===== src/rtl/fetch_unit.sv =====
`default_nettype none
// ============================================================================
// fetch_unit -- instruction-fetch stage with IF/ID pipeline register.
// Revision: 1.0
// ============================================================================
module fetch_unit #(
  parameter int                WORD_W  = 32,
  parameter logic [WORD_W-1:0] PC_INIT = '0
) (
  input  logic              CLK,
  input  logic              nRST,
  input  logic              ihit,
  input  logic [WORD_W-1:0] imemload,
  output logic              imemREN,
  output logic [WORD_W-1:0] imemaddr,
  input  logic              PCWrite,
  input  logic              Write_IF_ID,
  input  logic              redirect_en,
  input  logic [WORD_W-1:0] redirect_pc,
  input  logic              halt_ID,
  output logic [WORD_W-1:0] instr_ID,
  output logic [WORD_W-1:0] pc_ID,
  output logic [WORD_W-1:0] npc_ID,
  output logic              valid_ID
);

  localparam logic [WORD_W-1:0] C_PC_STEP = WORD_W'(4);

  typedef enum logic [1:0] {
    S_RUN              = 2'd0,
    S_REDIRECT_PENDING = 2'd1,
    S_HALTED           = 2'd2
  } state_e;

  state_e            state_q, state_d;
  logic [WORD_W-1:0] pc_q, pc_d;
  logic [WORD_W-1:0] tgt_q, tgt_d;
  logic [WORD_W-1:0] instr_q, instr_d;
  logic [WORD_W-1:0] pcid_q, pcid_d;
  logic [WORD_W-1:0] npcid_q, npcid_d;
  logic              valid_q, valid_d;

  logic [WORD_W-1:0] w_pc_plus4;
  logic              w_redirect_live;

  assign w_pc_plus4 = pc_q + C_PC_STEP;
  // Once halted, redirects are wrong-path noise and must not even flush IF/ID.
  assign w_redirect_live = redirect_en && (state_q != S_HALTED);

  always_ff @(posedge CLK or negedge nRST) begin
    if (!nRST) begin
      state_q <= S_RUN;
      pc_q    <= PC_INIT;
      tgt_q   <= '0;
      instr_q <= '0;
      pcid_q  <= '0;
      npcid_q <= '0;
      valid_q <= 1'b0;
    end else begin
      state_q <= state_d;
      pc_q    <= pc_d;
      tgt_q   <= tgt_d;
      instr_q <= instr_d;
      pcid_q  <= pcid_d;
      npcid_q <= npcid_d;
      valid_q <= valid_d;
    end
  end

  always_comb begin
    state_d = state_q;
    pc_d    = pc_q;
    tgt_d   = tgt_q;
    instr_d = instr_q;
    pcid_d  = pcid_q;
    npcid_d = npcid_q;
    valid_d = valid_q;

    // IF/ID register: hold, load or bubble; a live redirect beats the hold.
    if (Write_IF_ID && !w_redirect_live) begin
      valid_d = valid_q;
    end else if (ihit && !PCWrite && (state_q == S_RUN) && !redirect_en) begin
      instr_d = imemload;
      pcid_d  = pc_q;
      npcid_d = w_pc_plus4;
      valid_d = 1'b1;
    end else begin
      instr_d = '0;
      pcid_d  = '0;
      npcid_d = '0;
      valid_d = 1'b0;
    end

    case (state_q)
      S_RUN: begin
        if (redirect_en && ihit) begin
          pc_d = redirect_pc;
        end else if (redirect_en) begin
          // Read still outstanding: keep imemaddr stable, park the target.
          tgt_d   = redirect_pc;
          state_d = S_REDIRECT_PENDING;
        end else if (ihit && !PCWrite && !Write_IF_ID) begin
          pc_d = w_pc_plus4;
        end
        if (halt_ID && !redirect_en) begin
          state_d = S_HALTED;
        end
      end
      S_REDIRECT_PENDING: begin
        if (redirect_en) begin
          tgt_d = redirect_pc;
        end
        if (ihit) begin
          pc_d    = redirect_en ? redirect_pc : tgt_q;
          state_d = S_RUN;
        end
      end
      S_HALTED: begin
        state_d = S_HALTED;
      end
      default: begin
        state_d = S_RUN;
      end
    endcase
  end

  assign imemaddr = pc_q;
  assign imemREN  = (state_q != S_HALTED);
  assign instr_ID = instr_q;
  assign pc_ID    = pcid_q;
  assign npc_ID   = npcid_q;
  assign valid_ID = valid_q;

endmodule
`default_nettype wire

===== config.mk =====
export PLATFORM = sky130hd
export DESIGN_NAME = fetch_unit
export DESIGN_NICKNAME = d
export VERILOG_FILES = /design/src/rtl/fetch_unit.sv
export SDC_FILE = /design/constraint.sdc
export NUM_CORES = 1
export LEC_CHECK = 0
export CORE_ASPECT_RATIO = 1.2
export CORE_MARGIN = 2
export CORE_UTILIZATION = 35
export CTS_CLUSTER_DIAMETER = 100
export DETAILED_ROUTE_END_ITERATION = 8
export GPL_TIMING_DRIVEN = 0
export PLACE_DENSITY = 0.62
export REMOVE_ABC_BUFFERS = 1
export SLEW_MARGIN = 15
export SYNTH_ARGS = -nofsm -noshare
export SYNTH_HDL_FRONTEND = slang
export SYNTH_SLANG_ARGS = --single-unit

===== constraint.sdc =====
create_clock -name CLK -period 1.8 [get_ports CLK]
set_clock_uncertainty 0.05 [all_clocks]
set_input_delay 0.45 -clock CLK [delete_from_list [all_inputs] [get_ports CLK]]
set_output_delay 0.45 -clock CLK [all_outputs]
set_load 0.1 [all_outputs]

==> impl_results.md <==
- Status: finished, violations left
- Failing checks: negative hold slack, negative setup slack
- Sink Count: 161
- Sequential cell area fraction in the yosys report: 55.2%
- Sw frac: 43.6%
- Power Density: 1400 nW/um2
- Total congestion overflow: 0
- Die W: 136 um
- Synth Area in Compound Gates: 18.6%
- H-tree depth: 4
- Synth top area cells: dfrtp_1, a22o_1, mux2_2
- Top Ports: 201
- Initial antenna violation count: 1
- Post-synthesis xor/xnor area fraction: 3.24%
- Synth warnings: 0
- Worst Setup Start Kind: register
- Number of synthesized flops with an enable pin: 0
- CTS buffer count: 17
- # port buffers: 200
- Number of remaining DRC errors: 0
- Area delta synth->final: 52.2%
- Peak supply drop: 1.24 mV
- Setup TNS: -1.89 ns
- CTS root buffer: clkbuf_16
- WHS: -0.0240 ns
- DR iter-0 viols: 468
- Largest family of logic cells by synthesized area: compound AO/OA/AOI/OAI gates
- Max incr delay on CP: 0.50 ns
- Vias in the first global route: 6458
- Global-route wire length before repair: 37600 um
- Vias after detailed routing: 6604
- # setup viols final: 38
- Flop and latch count out of synthesis: 161
- CTS tree: done
- Pleak: 5.20 nW
- Die area: 22000 um2
- Setup WS post-layout: -0.146 ns
- Largest net degree at the start of global routing: 85
- Nets@finish: 1009
- Post-synth top area share: 55.2%
- Crit Path Category: reg2reg
- Cell variety after synth: 57
- All-layer global routing usage: 22.5%
- Largest area contributor in the netlist: dfrtp_1
- Synth async-reset ratio: 100%
- Cell area after layout: 11100 um2
- Fmax: 514 MHz
- Cell row count: 57
- DR WL/cell: 21.5 um
- Final Hold Viols: 24
- RSZ-0062 raised after global routing: yes
- Int Power: 8.75 mW
- Synthesized area per cell: 11.0 um2
- Post-route ant nets: 0
- Post-DP Area: 9660 um2
- Most frequent cells in the layout: dfrtp_1, buf_2, buf_4
- Crit path time final: 1.95 ns
- Final Util: 54.6%
- Cells after synthesis: 666
- Most Frequent Cell on Critical Path: buf_6
- Fin crit share: 108%
- Max Cap Violations: 0
- CTS clk-pin slew, worst paths: 0.07 ns
- Vias per cell: 5.43
- Crit path max-delay cell type: or4_4
- Worst Tran Pin Value: 0.659 ns
- HPWL after DPL: 15000 um
- Slew Limit Fails: 0
- Sw power: 6.75 mW
- CP cell instances: nand4_1 > buf_6 > nor4_4 > buf_6 > nand3_2 > or4_4 > o211ai_2
- Die H: 162 um
- Post-Syn Area: 7300 um2
- Core Footprint: 20300 um2
- Part of the power in registers: 33.7%
- Ys flop type: dfrtp_1
- Post-Route WL: 26200 um
- GPL Wtd Cong: 0.759
- Clock share of power: 23.6%
- Multiplexer share of the synthesized area: 6.88%
- Post-Synth Adder-Cell Area: 0.171%
- Rel. slew slack: 56.1%
- Worst-path fanout max: 6
- Logic pwr share: 42.7%
- Layout cells sized above 1: 41.4%
- Starting Density: 35.9%
- Worst-skew pair later-pin latency: 0.43 ns
- Hold WC Path Type: in2async
- Pre-antenna DRT Iters: 4
- Most common cell after layout, fill and taps aside: dfrtp_1
- Crit end category: register
- Simple-Gate Fraction of Synth Area: 12.1%
- Worst EP required: 2.10 ns
- Deepest clock path buffer count: 2
- Arrival @ worst endpoint: 2.24 ns
==> cell usage after synthesis (7+ instances only) <==
master / count
nor2_1: 38
nand2_1: 64
o21ai_0: 51
clkbuf_1: 28
a22o_1: 60
nand3_1: 8
buf_2: 24
xnor2_1: 14
and3_1: 10
nor3_1: 17
xor2_1: 13
mux2i_1: 13
nand4_1: 15
o22ai_1: 7
dfrtp_1: 161
a21oi_1: 18
mux2_2: 33
==> power by group through the flow <==
stage	Combinational (mW)	Sequential [mW]	Clock (mW)
detailed placement	5.68	5.29	0
global placement	5.52	5.27	0
finish	6.61	5.23	3.66
global route	6.91	5.32	3.91
floorplan	1.48	7.71	0
CTS	6.06	5.20	3.73
==> critical path: cells and delay by family, from the launching register on <==
kind | cells | cell delay (ns)
AND/OR/NAND/NOR | 4 | 0.99
buffers and inverters | 2 | 0.32
AO/OA/AOI/OAI | 1 | 0.08
flip-flops | 1 | 0.42
==> cells by family (layout without fill, tap and decap cells) <==
group,Yosys count,after routing
AO/OA/AOI/OAI,189,190
multiplexers,46,46
buffers and inverters,63,341
flip-flops,161,161
XOR/XNOR,27,27
AND/OR/NAND/NOR,179,184
adder cells (fa/ha/maj),1,1
other,0,1
==> sequential cells by signal, indices dropped and copies added, names as in the netlist <==
register  flops
tgt_q        32
instr_ID     32
valid_ID      1
state_q       2
pc_ID        32
npc_ID       30
imemaddr     32
==> final timing paths <==
| path | startpoint | to | slack (ns) | cells past startpoint |
|---|---|---|---|---|
| setup reg to reg | imemaddr[10]$_DFFE_PN0P_ | imemaddr[19]$_DFFE_PN0P_ | -0.15 | 7 |
| setup / recovery | imemaddr[10]$_DFFE_PN0P_ | imemaddr[19]$_DFFE_PN0P_ | -0.15 | 7 |
| max in group asynchronous | nRST | imemaddr[27]$_DFFE_PN0P_ | 0.87 | 2 |
| hold / removal | nRST | npc_ID[7]$_DFFE_PN0N_ | -0.02 | 1 |
| min in group CLK | redirect_en | imemaddr[4]$_DFFE_PN0P_ | 0.42 | 3 |
| hold reg to reg | npc_ID[27]$_DFFE_PN0N_ | npc_ID[27]$_DFFE_PN0N_ | 0.42 | 2 |
==> repair_timing <==
| action | in CTS | in global routing |
|---|---|---|
| endpoints found under the setup margin | 289 | 127 |
| gates cloned | 4 | 6 |
| buffers inserted | 60 | 35 |
| gates resized for setup | 776 | 94 |
| hold buffers | 0 | 0 |
| pin swaps | 23 | 45 |
==> metrics by stage <==
step / power, mW / cells / setup slack, ns
3_3_place_gp: 10.8 / 1074 / -6.91
2_1_floorplan: 9.18 / 609 / -3.46
5_1_grt: 16.1 / 1216 / -0.220
4_1_cts: 15.0 / 1179 / -0.0991
6_report: 15.5 / 1216 / -0.146
3_5_place_dp: 11.0 / 1083 / -1.34
==> final cells by class <==
cell class / count / area [um2]
clock buffers: 23 / 488
inverters: 6 / 22.5
diodes: 1 / 2.50
well taps: 265 / 332
clock inverters: 9 / 105
repair buffers: 303 / 2680
flip-flops and latches: 161 / 4050
multi-input cells: 448 / 3420
fillers: 1800 / 9220
==> routing by layer <==
| layer | vias up | global-route usage (%) | routed length [um] |
|---|---|---|---|
| li1 | 3001 | - | - |
| met1 | 3314 | 28.8 | 10800 |
| met2 | 250 | 37.7 | 13300 |
| met3 | 39 | 4.40 | 1410 |
| met4 | 0 | 8.05 | 630 |
| met5 | - | 0 | 0 |
Note: power is estimated with default switching activity, not from simulation.
